<file path="src/rtl/bf16_pkg.sv">
// Shared BF16 datapath types and widths.
// Shared by the normaliser scheduler, its core and the lzc.
package bf16_pkg;

  localparam int BF16_MW = 8;
  localparam int BF16_EW = 8;
  localparam int EXT_MW  = 16;
  localparam int MAX_ID_W = 3;

  function automatic int cw(input int mw);
    return $clog2(mw + 1);
  endfunction

  typedef struct packed {
    logic [EXT_MW-1:0]   mant;
    logic [BF16_EW-1:0]  exp;
    logic [MAX_ID_W-1:0] id;
  } norm_req_t;

endpackage

</file>
<file path="src/rtl/bf16_lzc.sv">
// Leading-zero counter; returns W when the input is all zero.
// The highest set bit wins, so the last match in the scan is kept.
module bf16_lzc
  import bf16_pkg::*;
#(
  parameter int W  = 16,
  parameter int CW = cw(W)
) (
  input  logic [W-1:0]  a_i,
  output logic [CW-1:0] cnt_o
);

  always_comb begin
    cnt_o = CW'(W);
    for (int i = 0; i < W; i++) begin
      if (a_i[i]) cnt_o = CW'(W - 1 - i);
    end
  end

endmodule

</file>
<file path="src/rtl/bf16_norm_core.sv">
// Combinational normalise: shift out leading zeros, adjust exponent.
// Zero mantissa wins over exponent underflow.
module bf16_norm_core
  import bf16_pkg::*;
#(
  parameter int MW = 16,
  parameter int EW = 8,
  parameter int CW = cw(MW)
) (
  input  logic [MW-1:0] mant_i,
  input  logic [EW-1:0] exp_i,
  output logic [MW-1:0] mant_o,
  output logic [EW-1:0] exp_o,
  output logic          zero_o,
  output logic          uf_o
);

  localparam int XW = (EW > CW) ? EW : CW;

  logic [CW-1:0] cnt;
  logic [XW-1:0] cnt_x;
  logic [XW-1:0] exp_x;

  bf16_lzc #(.W(MW), .CW(CW)) u_lzc (
    .a_i  (mant_i),
    .cnt_o(cnt)
  );

  assign cnt_x = XW'(cnt);
  assign exp_x = XW'(exp_i);

  always_comb begin
    mant_o = '0;
    exp_o  = '0;
    zero_o = 1'b0;
    uf_o   = 1'b0;
    if (cnt == CW'(MW)) begin
      zero_o = 1'b1;
    end else if (cnt_x >= exp_x) begin
      uf_o = 1'b1;
    end else begin
      mant_o = mant_i << cnt;
      exp_o  = EW'(exp_x - cnt_x);
    end
  end

endmodule

</file>
<file path="src/rtl/bf16_norm_sched.sv">
// Round-robin shared normaliser: arbiter, S1 capture, S2 result.
// Results return tagged with the requester ID over valid/ready.
module bf16_norm_sched
  import bf16_pkg::*;
#(
  parameter int N_REQ = 4,
  parameter int MW    = 16,
  parameter int EW    = 8,
  localparam int ID_W = $clog2(N_REQ)
) (
  input  logic                clk,
  input  logic                rst,
  input  logic [N_REQ-1:0]    req_valid_i,
  input  logic [N_REQ*MW-1:0] req_mant_i,
  input  logic [N_REQ*EW-1:0] req_exp_i,
  output logic [N_REQ-1:0]    req_ready_o,
  output logic                res_valid_o,
  input  logic                res_ready_i,
  output logic [MW-1:0]       res_mant_o,
  output logic [EW-1:0]       res_exp_o,
  output logic [ID_W-1:0]     res_id_o,
  output logic                res_zero_o,
  output logic                res_uf_o
);

  localparam int CW = cw(MW);

  typedef struct packed {
    logic [MW-1:0]   mant;
    logic [EW-1:0]   exp;
    logic [ID_W-1:0] id;
  } s1_t;

  s1_t             s1_q, s1_d;
  logic            s1_v_q, s1_v_d;
  logic [ID_W-1:0] ptr_q, ptr_d;

  logic            res_v_q;
  logic [MW-1:0]   res_mant_q;
  logic [EW-1:0]   res_exp_q;
  logic [ID_W-1:0] res_id_q;
  logic            res_zero_q, res_uf_q;

  logic             adv2, s1_acc, xfer, gnt_found;
  logic [ID_W-1:0]  gnt_id;
  logic [N_REQ-1:0] gnt_oh;

  logic [MW-1:0] n_mant;
  logic [EW-1:0] n_exp;
  logic          n_zero, n_uf;

  assign adv2   = s1_v_q & (~res_v_q | res_ready_i);
  assign s1_acc = ~s1_v_q | adv2;

  // Scan from the pointer upward with wrap-around.
  always_comb begin
    gnt_found = 1'b0;
    gnt_id    = '0;
    gnt_oh    = '0;
    for (int i = 0; i < N_REQ; i++) begin
      int k;
      k = int'(ptr_q) + i;
      if (k >= N_REQ) k = k - N_REQ;
      if (!gnt_found && req_valid_i[k]) begin
        gnt_found = 1'b1;
        gnt_id    = ID_W'(k);
      end
    end
    if (gnt_found) gnt_oh[gnt_id] = 1'b1;
  end

  assign req_ready_o = gnt_oh & {N_REQ{s1_acc & ~rst}};
  assign xfer        = |(req_valid_i & req_ready_o);

  always_comb begin
    s1_d      = s1_q;
    s1_v_d    = s1_v_q;
    ptr_d     = ptr_q;
    if (s1_acc) s1_v_d = xfer;
    if (xfer) begin
      s1_d.mant = req_mant_i[gnt_id*MW +: MW];
      s1_d.exp  = req_exp_i[gnt_id*EW +: EW];
      s1_d.id   = gnt_id;
      ptr_d     = (gnt_id == ID_W'(N_REQ - 1)) ? '0 : gnt_id + 1'b1;
    end
  end

  bf16_norm_core #(.MW(MW), .EW(EW), .CW(CW)) u_core (
    .mant_i(s1_q.mant),
    .exp_i (s1_q.exp),
    .mant_o(n_mant),
    .exp_o (n_exp),
    .zero_o(n_zero),
    .uf_o  (n_uf)
  );

  always_ff @(posedge clk or posedge rst) begin
    if (rst) begin
      s1_q       <= '0;
      s1_v_q     <= 1'b0;
      ptr_q      <= '0;
      res_v_q    <= 1'b0;
      res_mant_q <= '0;
      res_exp_q  <= '0;
      res_id_q   <= '0;
      res_zero_q <= 1'b0;
      res_uf_q   <= 1'b0;
    end else begin
      s1_q   <= s1_d;
      s1_v_q <= s1_v_d;
      ptr_q  <= ptr_d;
      if (adv2) begin
        res_v_q    <= 1'b1;
        res_mant_q <= n_mant;
        res_exp_q  <= n_exp;
        res_id_q   <= s1_q.id;
        res_zero_q <= n_zero;
        res_uf_q   <= n_uf;
      end else if (res_ready_i) begin
        res_v_q <= 1'b0;
      end
    end
  end

  assign res_valid_o = res_v_q;
  assign res_mant_o  = res_mant_q;
  assign res_exp_o   = res_exp_q;
  assign res_id_o    = res_id_q;
  assign res_zero_o  = res_zero_q;
  assign res_uf_o    = res_uf_q;

endmodule

</file>
<file path="config.mk">
export PLATFORM = sky130hd
export DESIGN_NAME = bf16_norm_sched
export DESIGN_NICKNAME = d
export VERILOG_FILES = /design/src/rtl/bf16_pkg.sv /design/src/rtl/bf16_lzc.sv /design/src/rtl/bf16_norm_core.sv /design/src/rtl/bf16_norm_sched.sv
export SDC_FILE = /design/constraint.sdc
export NUM_CORES = 1
export LEC_CHECK = 0
export CAP_MARGIN = 25
export CORE_MARGIN = 1.5
export CORE_UTILIZATION = 52
export DETAILED_ROUTE_END_ITERATION = 10
export GPL_TIMING_DRIVEN = 0
export PLACE_DENSITY = 0.95
export SYNTH_ARGS = -nofsm -noshare
export SYNTH_HDL_FRONTEND = slang
export SYNTH_HIERARCHICAL = 1
export SYNTH_SLANG_ARGS = --single-unit
</file>
<file path="constraint.sdc">
create_clock -name clk -period 7.6 [get_ports clk]
set_input_delay 1.52 -clock clk [delete_from_list [all_inputs] [get_ports clk]]
set_output_delay 1.52 -clock clk [all_outputs]
set_load 0.05 [all_outputs]
</file>
# Word level (Yosys, flattened, before mapping)
# Cells that the tools add are included.
[classes]
addsub = 9
magnitude_cmp = 11
eq_ne = 2
n_shift = 3
n_mux = 53
n_bitwise = 9
reduce_logical = 9
[ops]
columns = ["op", "count"]
rows = [
  ["32-bit by 4-bit less-than comparator with 1-bit output (second input constant)", 4],
  ["32-bit 2-to-1 mux", 4],
  ["5-bit 2-to-1 mux", 16],
  ["64-bit by 7-bit variable part select with 16-bit output", 1],
  ["16-bit 2-to-1 mux", 2],
  ["32-bit by 6-bit variable part select with 8-bit output", 1],
  ["1-bit 2-to-1 mux", 18],
  ["8-bit 2-to-1 mux", 2],
  ["16-bit by 5-bit left shift with 16-bit output", 1],
  ["3-bit by 3-bit subtractor with 4-bit output (second input constant)", 3],
  ["2-bit 2-to-1 mux", 5],
  ["3-bit >= comparator (second input constant)", 3],
  ["4-bit bitwise AND", 2],
  ["1-bit binary-select mux with 2-bit select", 4],
  ["5-bit by 8-bit >= comparator with 1-bit output", 1],
  ["8-bit by 5-bit subtractor with 8-bit output", 1],
  ["2-bit by 2-bit adder with 3-bit output (second input constant)", 2],
  ["5-bit == test (second input constant)", 1],
  ["1-bit logical AND", 4],
  ["4-bit 2-to-1 mux", 1],
  ["4-bit OR reduction", 1],
  ["2-bit by 3-bit subtractor with 4-bit output (second input constant)", 1],
  ["2-bit by 1-bit adder with 3-bit output (second input constant)", 1],
  ["2-bit by 3-bit >= comparator with 1-bit output (second input constant)", 1],
  ["other kinds (10)", 16],
]
[totals]
ff_bits = 58
in_bits = 103
output_inout_bits = 33
elab_cells = 107

# Longest topological paths before layout
# Gate-level depths: netlist of run 1.
[depth]
ltp_word = 23
mapped_depth = 14
ltp_nobuf = 13

# Cells and area by module
# The synthesis of run 1 kept the hierarchy.
[modules_own_cells]
columns = ["mod", "instances", "cells_per_inst", "area_each_um2", "seq_area_each_um2"]
rows = [
  ["bf16_norm_sched", 1, 240, 3178.0, 1451.4],
  ["bf16_norm_core", 1, 140, 1037.2, 0.0],
  ["bf16_lzc", 1, 32, 188.9, 0.0],
]

# Least setup slack after synthesis of run 1
# Ideal clock, no wire load.
[synth_timing]
path_type = "input to output"
from = "input port req_valid_i[0]"
to = "output port req_ready_o[0]"
t_arrival_ns = 3.283
required_time_ns = 6.080
path_slack_ns = 2.797
stages = 6
path_buffers = 1
path_cell_list = "a21oi_1 > o21a_1 > o22ai_2 > inv_2 > buf_4 > nor3_1"
[synth_via]
elab_chain_len = 19
elab_cells_between_ends = 33
classes_between = "2 x order compare; 23 x mux; 1 x bitwise; 7 x reduce/logical"
[synth_rtl]
columns = ["item", "line_no", "text"]
rows = [
  ["from (decl)", "bf16_norm_sched.sv:13", "input logic [N_REQ-1:0] req_valid_i,"],
  ["1-bit binary-select mux with 2-bit select", "bf16_norm_sched.sv:64", "if (!gnt_found && req_valid_i[k]) begin"],
  ["1-bit 2-to-1 mux (not written as such) (2 in a row)", "bf16_norm_sched.sv:64", ""],
  ["1-bit 2-to-1 mux", "bf16_norm_sched.sv:64", ""],
  ["1-bit logical NOT", "bf16_norm_sched.sv:64", ""],
  ["1-bit logical AND", "bf16_norm_sched.sv:64", ""],
  ["1-bit 2-to-1 mux", "bf16_norm_sched.sv:64", ""],
  ["1-bit logical NOT", "bf16_norm_sched.sv:64", ""],
  ["1-bit logical AND", "bf16_norm_sched.sv:64", ""],
  ["(+2 left out)", "--", ""],
  ["1-bit logical AND", "bf16_norm_sched.sv:64", ""],
  ["2-bit 2-to-1 mux", "bf16_norm_sched.sv:64", ""],
  ["2-bit by 3-bit less-than comparator with 1-bit output (not written as such) / 2-bit by 1-bit >= comparator with 1-bit output (equally long branches)", "bf16_norm_sched.sv:69", "if (gnt_found) gnt_oh[gnt_id] = 1'b1;"],
  ["1-bit logical AND (not written as such)", "bf16_norm_sched.sv:69", ""],
  ["1-bit 2-to-1 mux (not written as such)", "bf16_norm_sched.sv:69", ""],
  ["1-bit demux with 2-bit select", "bf16_norm_sched.sv:69", ""],
  ["4-bit 2-to-1 mux (*)", "bf16_norm_sched.sv:69", ""],
  ["4-bit bitwise AND (*)", "bf16_norm_sched.sv:72", "assign req_ready_o = gnt_oh & {N_REQ{s1_acc & ~rst}};"],
  ["to (decl)", "bf16_norm_sched.sv:16", "output logic [N_REQ-1:0] req_ready_o,"],
]
# Mark *: on every way between the ends. The rest lies on a longest branch, timed or not. The select of a mux whose other input is x is not followed.

# Final worst setup path of run 1
[layout_timing]
from = "input port req_valid_i[2]"
to = "output port req_ready_o[3]"
# Same word-level chain as after synthesis.

==> results.json, run 1 <==
{
  "synth_top_area_share_pct": 33.0,
  "hp-class": "flop to flop",
  "yosysTopAreaCell": "dfrtp_1",
  "cts_tree": "done",
  "setup.worst_path.class": "input pin to output pin",
  "final.fill_count": 581,
  "worstMarginPinSlew_ns": 0.621,
  "synth.most_common_cell": "mux2i_1",
  "cp_max_fo": 10,
  "finalWorstSetupSlack_ns": 1.94,
  "cp_top_family": "buffers and inverters",
  "rsz0062_at_grt": "no",
  "total_power_mw": 2.84,
  "cp-start-kind": "input pin",
  "core_um2": 8220,
  "timing.final.max_slew_violations": 0,
  "synthCells": 412,
  "vias": 3879,
  "antenna_found_initial": 0,
  "synthArstFlopShare_pct": 100,
  "avgSynthCellArea_um2": 10.7,
  "num_antenna_cells": 0,
  "timing.critical_path.buf_inv": 4,
  "initial_utilization_pct": 53.6,
  "p_sw_share_pct": 46.0,
  "total_leakage_power_nw": 2.63,
  "grt_usage_pct": 28.2,
  "post-place-ws_ns": 2.00,
  "placed_cells": 653,
  "cts_num_sinks": 58,
  "clock_skew_ns": 0.00781,
  "crit_chain": "clkdlybuf4s50_1, mux2i_1, nor2_1, nor3_2, buf_4, buf_4, ha_1, and3_1, clkdlybuf4s50_1",
  "holdPathStages": 1,
  "drive_gt1_share_pct": 20.8,
  "io_pins": 136,
  "finalHoldViolations": 0,
  "h-tree-depth": 3,
  "antenna_left": 0,
  "fin_util_pct": 74.2,
  "dr.pass1.iters": 4,
  "reg2reg_from": "s1_q[10]$_DFFE_PP0P_",
  "finalCriticalPeriod_ns": 5.66,
  "drtIter0Drc": 170,
  "dieWidth_um": 95.0,
  "cts_setup_buffers": 0,
  "port_buffers": 135,
  "worstPathRequired_ns": 6.08,
  "dp_hpwl_um": 9370,
  "clock_path_buffers": 2,
  "switching_power_mw": 1.30,
  "drc": 0,
  "setup_viol": 0,
  "seq_area_um2": 1450,
  "synth_cell_types": 54,
  "multi_input_area_um2": 2720,
  "clk_latency_ns": 0.34,
  "p_per_area_nw_per_um2": 465,
  "synth_edf_count": 0,
  "regToRegSetupSlack_ns": 3.75,
  "cp.arrival_ns": 4.14,
  "cts_root_buffer": "clkbuf_8",
  "grt_pass1_vias": 3979,
  "rr_endpoint": "res_mant_o[14]$_DFFE_PP0P_",
  "hold_buffers": 0,
  "synth_flop_cell": "dfrtp_1",
  "endpoint_kind": "output pin",
  "num-nets-final": 669,
  "core.rowCount": 33,
  "ys_ff_latch": 58,
  "max_stage_delay_ns": 0.80,
  "pwr-share-seq_pct": 23.0,
  "syn2layout_area_growth_pct": 38.5,
  "fin_crit_sh_pct": 74.4,
  "synthesis.nets": 522,
  "die-area_um2": 9030,
  "reg2regPathDepth": 14,
  "min-delay-start": "res_mant_o[12]$_DFFE_PP0P_",
  "die-height_um": 95.0,
  "seq_area_frac_synth_pct": 33.0,
  "yosys-top-cells-area": "dfrtp_1 33%, mux2i_1 19%, mux2_2 14%, mux4_2 3.6%, nor2_1 3.2%",
  "viasPerCell": 5.82,
  "wire_per_inst_um": 18.0,
  "layout.cells.non_filler": 667,
  "synthTopCellsByCount": "82 x mux2i_1, 58 x dfrtp_1, 54 x mux2_2",
  "holdPathEnd": "res_mant_o[12]$_DFFE_PP0P_",
  "ys_warn_count": 6,
  "clk_pin_slew_worst_paths_ns": 0.06,
  "status": "complete, no violations",
  "grt_pass1_wl_um": 19200,
  "cts_resized": 0,
  "fmax_ghz": 0.177,
  "netlist_area_um2": 4400,
  "p_comb_share_pct": 66.9,
  "numCtsBuffers": 9,
  "ir_worst_vdd_v": 0.000265,
  "fin_setup_tns_ns": 0,
  "cpMaxStageDelayCell": "clkdlybuf4s50_1",
  "grt_max_degree": 32,
  "routed_wl_um": 12000,
  "place_congestion": 0.902,
  "max-slew-margin-rel_pct": 58.6,
  "p_int_mw": 1.53,
  "maxCapViolations": 0,
  "grt-ovfl-total": 0,
  "power_frac_clock_pct": 10.1
}
-- metrics by stage --
stage,hold slack [ns],area (um2)
5_1_grt,0.519,6100
4_1_cts,0.508,6100
3_5_place_dp,0.495,5910
3_3_place_gp,0.486,5890
6_report,0.502,6100
2_1_floorplan,0.454,4400
-- layout by cell type (no fill, tap or decap), types with 4 or more instances in the layout --
| cell type | instances |
|---|---|
| a211oi_1 | 10 |
| a21oi_1 | 15 |
| a31oi_1 | 4 |
| and3_1 | 4 |
| buf_2 | 6 |
| buf_4 | 8 |
| buf_6 | 5 |
| clkbuf_1 | 5 |
| clkbuf_8 | 11 |
| clkdlybuf4s50_1 | 135 |
| dfrtp_1 | 58 |
| ha_1 | 6 |
| inv_1 | 12 |
| mux2_2 | 54 |
| mux2_4 | 7 |
| mux2i_1 | 82 |
| mux4_2 | 7 |
| nand2_1 | 19 |
| nand2b_1 | 5 |
| nand3_1 | 5 |
| nor2_1 | 37 |
| nor3_1 | 9 |
| o21ai_0 | 10 |
-- power by group through the flow --
stage               sequential, mW  combinational [mW]  clock [mW]
floorplan                    0.852                1.17           0
global placement             0.638                1.85           0
detailed placement           0.649                1.88           0
CTS                          0.645                1.90       0.291
global route                 0.667                2.04       0.311
finish                       0.652                1.90       0.288
-- layout make-up --
| class | instances | share of cell area (%) |
|---|---|---|
| Multi-Input combinational cell | 315 | 44.6 |
| Tap cell | 105 | 2.15 |
| Clock inverter | 3 | 0.657 |
| Clock buffer | 11 | 2.48 |
| Buffer | 25 | 2.95 |
| Inverter | 14 | 0.862 |
| Timing Repair Buffer | 136 | 22.5 |
| Sequential cell | 58 | 23.8 |
-- cell families after synthesis --
group / synth area share, %
multiplexers: 39.2
AO/OA/AOI/OAI: 8.95
XOR/XNOR: 0.398
flip-flops: 33.0
buffers and inverters: 5.28
adder cells (fa/ha/maj): 2.16
AND/OR/NAND/NOR: 11.1
-- routing by layer --
| layer | routed length, um | vias to the layer above | global-route usage [%] |
|---|---|---|---|
| met4 | 259 | 0 | 9.95 |
| li1 | - | 1815 | - |
| met2 | 6360 | 159 | 52.6 |
| met1 | 4750 | 1884 | 32.5 |
| met5 | 0 | - | 0 |
| met3 | 623 | 21 | 4.39 |
-- how the worst max path moves through the flow --
stage / startpoint / to / slack [ns] / depth (start not counted)
2_1_floorplan: req_valid_i[0] / req_ready_o[0] / 2.80 / 6
3_3_place_gp: req_valid_i[0] / req_ready_o[3] / 2.00 / 9
3_5_place_dp: req_valid_i[0] / req_ready_o[3] / 2.00 / 9
4_1_cts: req_valid_i[0] / req_ready_o[3] / 1.96 / 9
5_1_grt: req_valid_i[2] / req_ready_o[3] / 1.82 / 9
6_report: req_valid_i[2] / req_ready_o[3] / 1.94 / 9
-- sequential cells by signal (all words and copies together), names as in the netlist --
register	flops
s1_v_q	1
res_id_o	2
res_zero_o	1
res_uf_o	1
res_exp_o	8
res_valid_o	1
res_mant_o	16
s1_q	26
ptr_q	2
Power figures use the tool's default switching activity.
==> run 2, diff against run 1 <==
Settings changed: CORE_UTILIZATION 52 to 43, PLACE_DENSITY 0.95 to 0.85.
Clock period 7.6 ns to 4.91 ns, I/O delays scaled along.
==> run 2 against run 1 <==
- wire length decreased by 1.5%
- critical endpoint unchanged
- count of clock-buffer cells in the layout increased by 1
- total power grew 54%
- sequential power rose by 53%
- worst setup slack worse by 1.6 ns
- critical path depth unchanged
- hold slack better by 0.0029 ns
- first-iteration DRC count down 4.7%
- flip-flop and latch count unchanged
- register-to-register slack worse by 2.8 ns
==> results.json, run 2 (synthesized netlist as in run 1, its figures left out) <==
{
  "clk_pin_slew_worst_paths_ns": 0.06,
  "rsz0062_at_grt": "no",
  "finalHoldViolations": 0,
  "finalCriticalPeriod_ns": 4.61,
  "core.rowCount": 36,
  "die-height_um": 104,
  "final_cell_area_um2": 6130,
  "cts_setup_buffers": 0,
  "maxCapViolations": 0,
  "die-area_um2": 10900,
  "syn2layout_area_growth_pct": 39.1,
  "setup.worst_path.class": "input pin to output pin",
  "total_leakage_power_nw": 2.63,
  "drc": 0,
  "post-place-ws_ns": 0.341,
  "fin_setup_tns_ns": 0,
  "setup_viol": 0,
  "viasPerCell": 5.59,
  "layout.cells.non_filler": 696,
  "cts_tree": "done",
  "final_common_cell": "clkdlybuf4s50_1",
  "fin_crit_sh_pct": 93.9,
  "antenna_left": 0,
  "num-nets-final": 669,
  "place_congestion": 0.912,
  "dr.pass1.iters": 5,
  "final_cell_mix": "135 x clkdlybuf4s50_1, 82 x mux2i_1, 58 x dfrtp_1",
  "ir_worst_vdd_v": 0.000385,
  "drive_gt1_share_pct": 20.6,
  "dieWidth_um": 104,
  "cts_num_sinks": 58,
  "num_antenna_cells": 0,
  "hp-class": "flop to flop",
  "worstMarginPinSlew_ns": 0.537,
  "largest_reg_flops": 26,
  "endpoint_kind": "output pin",
  "cp.arrival_ns": 3.63,
  "cts_root_buffer": "clkbuf_8",
  "fmax_ghz": 0.217,
  "antenna_found_initial": 0,
  "p_per_area_nw_per_um2": 713,
  "port_buffers": 135,
  "clk_latency_ns": 0.34,
  "initial_utilization_pct": 44.6,
  "dp_hpwl_um": 9160,
  "h-tree-depth": 3,
  "grt_usage_pct": 21.7,
  "place_area_um2": 5940,
  "grt_pass1_vias": 4048,
  "grt_max_degree": 37,
  "grt-ovfl-total": 0,
  "worstPathRequired_ns": 3.93,
  "finalWorstSetupSlack_ns": 0.301,
  "grt_pass1_wl_um": 19000,
  "routed_wl_um": 11800,
  "status": "complete, no violations",
  "max-slew-margin-rel_pct": 64.2,
  "numCtsBuffers": 9,
  "timing.final.max_slew_violations": 0,
  "io_pins": 136,
  "hold_buffers": 0,
  "placed_cells": 681,
  "cts_resized": 0,
  "top_register": "s1_q",
  "wire_per_inst_um": 17.0,
  "drtIter0Drc": 162,
  "core_um2": 9860,
  "vias": 3890,
  "clock_skew_ns": 0.0100,
  "cp-start-kind": "input pin",
  "cp_max_fo": 10,
  "clock_path_buffers": 2
}
run 2: changes by cell type in the layout (fill, tap and decap cells not counted), sizes merged:
cell,delta
clkbuf,+1
run 2: final cells by class:
type	instances	area, um2
inverter	14	52.6
clock inverter	3	40.0
clock buffer	12	145
multi-input combinational	315	2720
timing repair buffer	136	1370
buffer	25	180
fill	773	3740
tap	133	166
sequential	58	1450
run 2: metrics by stage:
stage	total power, mW	hold slack [ns]	util [%]
after detailed placement	3.91	0.498	60.2
final	4.37	0.505	62.1
after floorplan	3.13	0.454	-
after global placement	3.84	0.487	60.0
after global routing	4.63	0.528	62.1
after CTS	4.36	0.513	62.1
run 2: path summary, 6_finish.rpt:
path	start	slack (ns)	to	cells past startpoint
max	req_valid_i[0]	0.30	req_ready_o[3]	9
max reg2reg	s1_q[15]$_DFFE_PP0P_	0.97	res_mant_o[6]$_DFFE_PP0P_	14
min reg2reg	res_mant_o[10]$_DFFE_PP0P_	0.51	res_mant_o[10]$_DFFE_PP0P_	1
min in group asynchronous	rst	1.03	s1_v_q$_DFFE_PP0N_	2
max in group asynchronous	rst	3.28	res_mant_o[7]$_DFFE_PP0P_	3
min	res_mant_o[10]$_DFFE_PP0P_	0.51	res_mant_o[10]$_DFFE_PP0P_	1
run 2: routing by layer:
metal / vias up / GRT usage, % / wire [um]
li1: 1808 / - / -
met1: 1882 / 24.6 / 4510
met2: 184 / 40.7 / 6310
met3: 16 / 4.89 / 845
met4: 0 / 5.65 / 153
met5: - / 0 / 0
run 2: where the power goes:
group | switching (mW) | leakage, nW | total [mW] | internal [mW]
Sequential | 0.275 | 0.693 | 1.00 | 0.725
Combinational | 1.54 | 1.84 | 2.94 | 1.39
Clock | 0.186 | 0.0962 | 0.431 | 0.244
run 2: worst max-delay path: stages:
cell and delay, ns:
clkdlybuf4s50_1 0.51, mux2i_1 0.17, nor2_1 0.06, nor3_2 0.19, buf_4 0.25, buf_4 0.23
ha_1 0.23, and3_1 0.17, clkdlybuf4s50_1 0.82
